===== config.mk =====
export PLATFORM = sky130hd
export DESIGN_NAME = if_stage_fetch
export DESIGN_NICKNAME = d
export VERILOG_FILES = /design/src/rtl/if_stage_fetch.sv
export SDC_FILE = /design/constraint.sdc
export NUM_CORES = 1
export LEC_CHECK = 0
export ABC_CLOCK_PERIOD_IN_PS = 11200
export CAP_MARGIN = 0
export CORE_AREA = 3 3 177 179
export DETAILED_ROUTE_END_ITERATION = 12
export DIE_AREA = 0 0 180 182
export GPL_TIMING_DRIVEN = 0
export SLEW_MARGIN = 10
export SYNTH_ARGS = -nofsm -noshare
export SYNTH_HDL_FRONTEND = slang
export SYNTH_SLANG_ARGS = --single-unit

===== constraint.sdc =====
create_clock -name clk_i -period 11.2 [get_ports clk_i]
set_input_delay 1.68 -clock clk_i [delete_from_list [all_inputs] [get_ports clk_i]]
set_output_delay 1.68 -clock clk_i [all_outputs]
set_load 0.02 [all_outputs]

===== src/rtl/if_stage_fetch.sv =====
// Instruction-fetch stage with IF/ID pipeline register.
// Keeps the PC and allows one instruction-memory request in flight at a time.
// Fetched words are captured into IF/ID for the decoder. A decode stall is
// absorbed by a one-entry hold buffer. A taken branch redirects the PC,
// inserts a bubble and discards any fetch still in flight.
module if_stage_fetch #(
  parameter logic [63:0] RESET_PC  = 64'h0,
  parameter logic [31:0] NOP_INSTR = 32'h0000_0000
) (
  input  logic        clk_i,
  input  logic        reset_i,
  input  logic        stall_i,
  input  logic        br_taken_i,
  input  logic [63:0] br_target_i,
  output logic        imem_req_o,
  output logic [63:0] imem_addr_o,
  input  logic [31:0] imem_rdata_i,
  input  logic        imem_rvalid_i,
  output logic [31:0] if_id_instr_o,
  output logic [63:0] if_id_pc_o,
  output logic        if_id_valid_o
);

  typedef enum logic [1:0] {StIssue, StWait, StHold, StDrop} state_e;

  state_e      state_q, state_d;
  logic [63:0] pc_q, pc_d;
  logic [31:0] hold_instr_q, hold_instr_d;
  logic [63:0] hold_pc_q, hold_pc_d;
  logic        hold_valid_q, hold_valid_d;
  logic [31:0] if_id_instr_q, if_id_instr_d;
  logic [63:0] if_id_pc_q, if_id_pc_d;
  logic        if_id_valid_q, if_id_valid_d;

  logic [63:0] br_target_aligned;
  logic [63:0] pc_inc;

  // Branch targets are word aligned; the low two bits are dropped.
  assign br_target_aligned = {br_target_i[63:2], 2'b00};
  // Sequential PC wraps modulo 2^64.
  assign pc_inc            = pc_q + 64'd4;

  // Request is gated by reset so it drops the moment reset is asserted.
  assign imem_req_o    = (state_q == StIssue) && !br_taken_i && !reset_i;
  assign imem_addr_o   = pc_q;
  assign if_id_instr_o = if_id_instr_q;
  assign if_id_pc_o    = if_id_pc_q;
  assign if_id_valid_o = if_id_valid_q;

  // Next-state: fetch sequencing, stall hold, branch flush and stale-response drop.
  always_comb begin
    state_d       = state_q;
    pc_d          = pc_q;
    hold_instr_d  = hold_instr_q;
    hold_pc_d     = hold_pc_q;
    hold_valid_d  = hold_valid_q;
    if_id_instr_d = if_id_instr_q;
    if_id_pc_d    = if_id_pc_q;
    if_id_valid_d = if_id_valid_q;

    unique case (state_q)
      StIssue: begin
        // A response strobe here is a protocol error and is ignored.
        if (br_taken_i) begin
          pc_d          = br_target_aligned;
          if_id_instr_d = NOP_INSTR;
          if_id_valid_d = 1'b0;
        end else begin
          state_d = StWait;
        end
      end

      StWait: begin
        if (br_taken_i) begin
          // Branch wins over both the response and a stall.
          pc_d          = br_target_aligned;
          if_id_instr_d = NOP_INSTR;
          if_id_valid_d = 1'b0;
          state_d       = imem_rvalid_i ? StIssue : StDrop;
        end else if (imem_rvalid_i) begin
          pc_d = pc_inc;
          if (stall_i) begin
            hold_instr_d = imem_rdata_i;
            hold_pc_d    = pc_q;
            hold_valid_d = 1'b1;
            state_d      = StHold;
          end else begin
            if_id_instr_d = imem_rdata_i;
            if_id_pc_d    = pc_q;
            if_id_valid_d = 1'b1;
            state_d       = StIssue;
          end
        end else if (!stall_i) begin
          if_id_instr_d = NOP_INSTR;
          if_id_valid_d = 1'b0;
        end
      end

      StHold: begin
        if (br_taken_i) begin
          // The held instruction is younger than the branch: squash it.
          hold_valid_d  = 1'b0;
          pc_d          = br_target_aligned;
          if_id_instr_d = NOP_INSTR;
          if_id_valid_d = 1'b0;
          state_d       = StIssue;
        end else if (!stall_i) begin
          if_id_instr_d = hold_instr_q;
          if_id_pc_d    = hold_pc_q;
          if_id_valid_d = 1'b1;
          hold_valid_d  = 1'b0;
          state_d       = StIssue;
        end
      end

      StDrop: begin
        // Waiting for the stale response of the squashed fetch.
        if (br_taken_i) begin
          pc_d = br_target_aligned;
        end
        if (imem_rvalid_i) begin
          state_d = StIssue;
        end
        if (!stall_i) begin
          if_id_instr_d = NOP_INSTR;
          if_id_valid_d = 1'b0;
        end
      end

      default: state_d = StIssue;
    endcase
  end

  // State registers with asynchronous active-high reset.
  always_ff @(posedge clk_i or posedge reset_i) begin
    if (reset_i) begin
      state_q       <= StIssue;
      pc_q          <= RESET_PC;
      hold_instr_q  <= NOP_INSTR;
      hold_pc_q     <= 64'h0;
      hold_valid_q  <= 1'b0;
      if_id_instr_q <= NOP_INSTR;
      if_id_pc_q    <= 64'h0;
      if_id_valid_q <= 1'b0;
    end else begin
      state_q       <= state_d;
      pc_q          <= pc_d;
      hold_instr_q  <= hold_instr_d;
      hold_pc_q     <= hold_pc_d;
      hold_valid_q  <= hold_valid_d;
      if_id_instr_q <= if_id_instr_d;
      if_id_pc_q    <= if_id_pc_d;
      if_id_valid_q <= if_id_valid_d;
    end
  end

endmodule


=== After elaboration in Yosys (flattened, before gate mapping) ===
Index checks and enable logic that the tools add are counted.

* Logic and storage cells: 70
* Register bits: 259

* Bitwise logic cells: 1
* Equality and inequality tests: 15
* Add/subtract/negate cells: 1
* Reduce and logical (&&, ||, !) cells: 12
* Muxes and demuxes: 34

{| class="wikitable"
|+ Operators by type and width
! kind !! count
|-
| 2-to-1 mux 64 bit || 8
|-
| one-hot mux 64 bit (2 select lines) || 2
|-
| 2-to-1 mux 32 bit || 7
|-
| one-hot mux 32 bit (4 select lines) || 1
|-
| adder 64 x 3 -> 64 bit (second input constant) || 1
|-
| 2-to-1 mux 2 bit || 8
|-
| != test 2 bit (second input constant) || 8
|-
| one-hot mux 2 bit (4 select lines) || 1
|-
| AND reduction 4 bit || 2
|-
| 2-to-1 mux 1 bit || 6
|-
| != test 3 bit (second input constant) || 2
|-
| AND reduction 6 bit || 1
|-
| == test 2 bit (second input constant) || 2
|-
| != test 4 bit (second input constant) || 1
|-
| one-hot mux 1 bit (4 select lines) || 1
|-
| AND reduction 3 bit || 1
|-
| OR reduction 3 bit || 1
|-
| == test 2 x 1 -> 1 bit (second input constant) || 1
|-
| logical AND 1 bit || 2
|-
| logical NOT 1 bit || 2
|-
| logical NOT 2 bit || 1
|-
| != test 2 x 1 -> 1 bit (second input constant) || 1
|-
| AND reduction 2 bit || 1
|-
| nonzero test 2 bit || 1
|-
| inverter 1 bit || 1
|}

=== Longest topological paths before layout ===
* Word-level depth: 4
* Depth in mapped cells: 8

=== Worst setup path after synthesis ===
OpenSTA, ideal clock, no wires.

* Kind: input port to output port
* Start point: input port br_taken_i
* End point: output port imem_req_o
* Path slack: 7.054 ns
* Data arrival time: 2.466 ns
* Buffers on the path: 1
* Stages on the path: 3
* Cell sequence: clkbuf_1 or3_1 nor2_1

* Longest elaborated chain between the ends: 3

{| class="wikitable"
|+ Ends and longest elaborated chain
! item !! line !! text
|-
| from (decl) || 13 || <nowiki>input logic br_taken_i,</nowiki>
|-
| logical NOT 1 bit || 44 || <nowiki>assign imem_req_o = (state_q == StIssue) && !br_taken_i && !reset_i;</nowiki>
|-
| logical AND 1 bit (2 in a row) || 44 ||
|-
| to (decl) || 15 || <nowiki>output logic imem_req_o,</nowiki>
|}

Every way passes these cells.

=== Worst setup path in the final report ===
Ends and elaborated chain as after synthesis.

==> results.txt <==
Count of nets after finishing: 1522. The tools report the residual DRC count as 0. The die is 182 um tall. The routed wirelength normalized by instance count was 20.8 um; the number of rows in the core area was 63.

The clock tree skew after final layout was 0.0105 ns; the post-route minimum period was 4.85 ns. The tools report the final hold violation count as 0. Static timing analysis puts the maximum clock frequency at 206 MHz. The largest fanout of any net on the critical path came out at 9. For the pin with the worst max-slew slack, the measured transition is 1.06 ns.

The run gives 0 as the number of max-slew violations in the final report. The area growth from synthesis to layout is 34.3%. Dividing the final minimum period by the clock period gives 43.3%. The fraction of post-synthesis cell area in the top cell type by area works out to 53.3%. For the remaining antenna violation count, the log shows 0. The worst setup path is of the input port to output port kind. For this run the aggregate overflow at the end of global routing stands at 0. The number of endpoints failing setup at the final stage was 0; the number of placed cells counting well taps was 1779. The post-route netlist has 12.0% of its cells at a drive strength greater than 1.

In this run, post-CTS repair resized a total of 0 instances. Port buffering added 253 buffers. After synthesis, the most frequently instantiated cells are 253 x sky130_fd_sc_hd__dfrtp_1, 158 x sky130_fd_sc_hd__nand2_1, 139 x sky130_fd_sc_hd__o21ai_0. The tools report the placer congestion estimate as 0.847. The tools report the final standard cell utilization of the core as 53.7%. The flow ran to the end, and the final reports show no timing, DRC or antenna violations. The worst endpoint data arrival time is 3.17 ns. Dividing the detail-routed via count by the number of cells gives 5.51.

The worst setup path is captured at an output port. After synthesis the netlist holds a flip-flop and latch count of 253. The path class of the tightest hold or removal check is register to register.

Yosys instantiated no cell more often than sky130_fd_sc_hd__dfrtp_1. Buffers added to address setup during post-CTS repair amount to 0. TritonCTS built the clock tree. The clock passes through at most 3 buffers.

For the diode insertion count for antenna repair, the log shows 0. The tools report the post-route worst hold slack as 0.475 ns. The biggest area contributor in the post-synthesis netlist is sky130_fd_sc_hd__dfrtp_1. The clock slew seen by the registers of the worst setup and hold paths works out to 0.06 ns.

The total number of clock tree sinks is 253, and the horizontal die dimension is 180 um. The average instance area after synthesis is 10.5 um^2. The logs give 10053 for the total via count after detailed routing and 3 for the number of antenna violations at the first check in global routing. Of the synthesized area, sequential elements account for 53.3%.

Buffers inserted during clock tree synthesis total 28. Global routing used 22.4% of the available tracks. The run gives 263 as the boundary pin count. Detailed placement ended at an HPWL of 27.3 mm. The clock reaches the later pin of the worst-skew pair after 0.54 ns. The analysis attributes to cell leakage a power of 6.49 nW.

The Yosys step of the flow raised 0 warnings. The logs give 3.48 mW for the power after layout and 10047 for the via count of the first global-routing pass. The first detailed-routing pass ran for 5 iterations.

The initial utilization of the core area, before any placement, comes to 40.0%. Entering global routing, the biggest net connects 100 pins. The number of levels in the clock H-tree is 1. The worst relative slew slack came out at 28.2%. The count of hold buffers inserted by post-cts repair came out at 0.

The first routing iteration left 620 violations. After synthesis the cells add up to 11900 um^2. The final standard cell count with taps included and fillers excluded is 1826.

For the worst setup path, the data required time is 9.52 ns. The tree is rooted in a sky130_fd_sc_hd__clkbuf_16. The cell count after synthesis came out at 1131. The count of flip-flops with a built-in enable after synthesis was 0; the power density over the cells was 218 nW/um^2.

The die area was 32800 um^2. The most used flip-flop cell after synthesis is sky130_fd_sc_hd__dfrtp_1. The tools report the critical path startpoint category as an input port.

The maximum ir drop on the vdd rail is 110 uV, and the number of distinct library cell variants in the gate-level netlist after synthesis is 57. Setup repair after global routing left no endpoint under its margin. Max-cap violations in this run came to 0. Summed over all layers, the routed wires come to 37.9 mm. After synthesis, the share of flip-flops with an asynchronous set or reset is 100%. The placeable core area is 29700 um^2, and the wire length of the first global-routing pass is 59.0 mm. Sorting the synthesized cells by area gives the leading types as sky130_fd_sc_hd__dfrtp_1 53%, sky130_fd_sc_hd__mux2_2 8.7%, sky130_fd_sc_hd__o21ai_0 5.9%.
[through the flow]
stage | cell area [um^2] | TNS, ns | setup WS [ns]
floorplan | 11900 | 0 | 2.56
finish | 16000 | 0 | 6.35
detailed placement | 15000 | 0 | 6.34
global placement | 14900 | -262.92 | -1.06
CTS | 15900 | 0 | 6.38
global route | 16000 | 0 | 6.30
[layout by cell type (no fill, tap or decap), types with 3 or more instances in the layout]
cell type and n:
sky130_fd_sc_hd__a311oi_1 8, sky130_fd_sc_hd__xor2_1 19, sky130_fd_sc_hd__nor2b_1 3, sky130_fd_sc_hd__xnor2_1 5, sky130_fd_sc_hd__and3_1 19, sky130_fd_sc_hd__clkinv_2 3
sky130_fd_sc_hd__a211oi_1 5, sky130_fd_sc_hd__nor4_4 3, sky130_fd_sc_hd__dfrtp_1 253, sky130_fd_sc_hd__buf_1 8, sky130_fd_sc_hd__buf_4 6, sky130_fd_sc_hd__nor2_1 49
sky130_fd_sc_hd__inv_1 7, sky130_fd_sc_hd__nand2_1 158, sky130_fd_sc_hd__a21oi_1 16, sky130_fd_sc_hd__nor3_1 12, sky130_fd_sc_hd__o31ai_1 9, sky130_fd_sc_hd__or3_1 11
sky130_fd_sc_hd__and4_1 6, sky130_fd_sc_hd__a41oi_1 3, sky130_fd_sc_hd__nor4_1 6, sky130_fd_sc_hd__mux2i_1 61, sky130_fd_sc_hd__and2_1 8, sky130_fd_sc_hd__conb_1 4
sky130_fd_sc_hd__bufinv_16 4, sky130_fd_sc_hd__clkbuf_16 29, sky130_fd_sc_hd__nand4_1 34, sky130_fd_sc_hd__a31oi_1 15, sky130_fd_sc_hd__nand3_1 24, sky130_fd_sc_hd__or4_1 8
sky130_fd_sc_hd__buf_2 14, sky130_fd_sc_hd__a22oi_1 31, sky130_fd_sc_hd__o22ai_1 6, sky130_fd_sc_hd__clkbuf_8 7, sky130_fd_sc_hd__o211ai_1 4, sky130_fd_sc_hd__clkdlybuf4s50_1 253
sky130_fd_sc_hd__clkbuf_1 58, sky130_fd_sc_hd__o21ai_0 139, sky130_fd_sc_hd__mux2_2 92, sky130_fd_sc_hd__o211a_1 3
[registers in the layout, indices dropped and copies added, names as in the netlist]
signal and count:
hold_pc_q 62, hold_instr_q 32, imem_addr_o 62, state_q 2, if_id_pc_o 62, if_id_instr_o 32, if_id_valid_o 1
[cell type report]
class	instances	area (um^2)
clock buffers	38	830
well taps	390	488
fillers	2677	13800
clock inverters	8	143
repair buffers	256	2590
multi-input cells	788	5170
inverters	8	37.5
flip-flops and latches	253	6330
plain buffers	85	358
[final timing paths]
check / from / to / slack [ns] / cells after the start
worst min-delay path: if_id_pc_o[12] / if_id_pc_o[12] / 0.47 / 2
worst max-delay path: br_taken_i / imem_req_o / 6.35 / 4
max in group asynchronous: reset_i / if_id_pc_o[23] / 8.65 / 3
worst max register to register: state_q[1] / if_id_pc_o[49] / 8.18 / 8
min in group asynchronous: reset_i / hold_instr_q[14] / 1.64 / 2
worst min register to register: if_id_pc_o[12] / if_id_pc_o[12] / 0.47 / 2
[worst max-delay path: stages]
cell and delay [ns]:
sky130_fd_sc_hd__clkbuf_1 0.27, sky130_fd_sc_hd__or3_1 0.48, sky130_fd_sc_hd__nor2_1 0.12, sky130_fd_sc_hd__clkdlybuf4s50_1 0.61
[metal layers]
metal,track usage (%),share of wire [%]
met1,30.5,44
met2,36.1,46
met3,5.99,8.0
met4,5.07,1.9
met5,0,0.095
[power breakdown]
group,total (mW),internal (mW),switching (mW)
clock network,0.977,0.603,0.374
logic,1.07,0.529,0.544
registers,1.43,1.23,0.196
[cells by family (layout without fill, tap and decap cells)]
group / Yosys count / in the layout / share of synthesized area (%)
compound gates: 250 / 250 / 12.6
buf+inv: 93 / 395 / 3.27
fa+ha+maj: 1 / 1 / 0.105
xor+xnor: 24 / 24 / 1.77
simple gates: 356 / 356 / 15.0
mux: 153 / 153 / 13.9
flops: 253 / 253 / 53.3
other cells: 1 / 4 / 0.0316
Note: power is estimated with default switching activity, not from simulation.
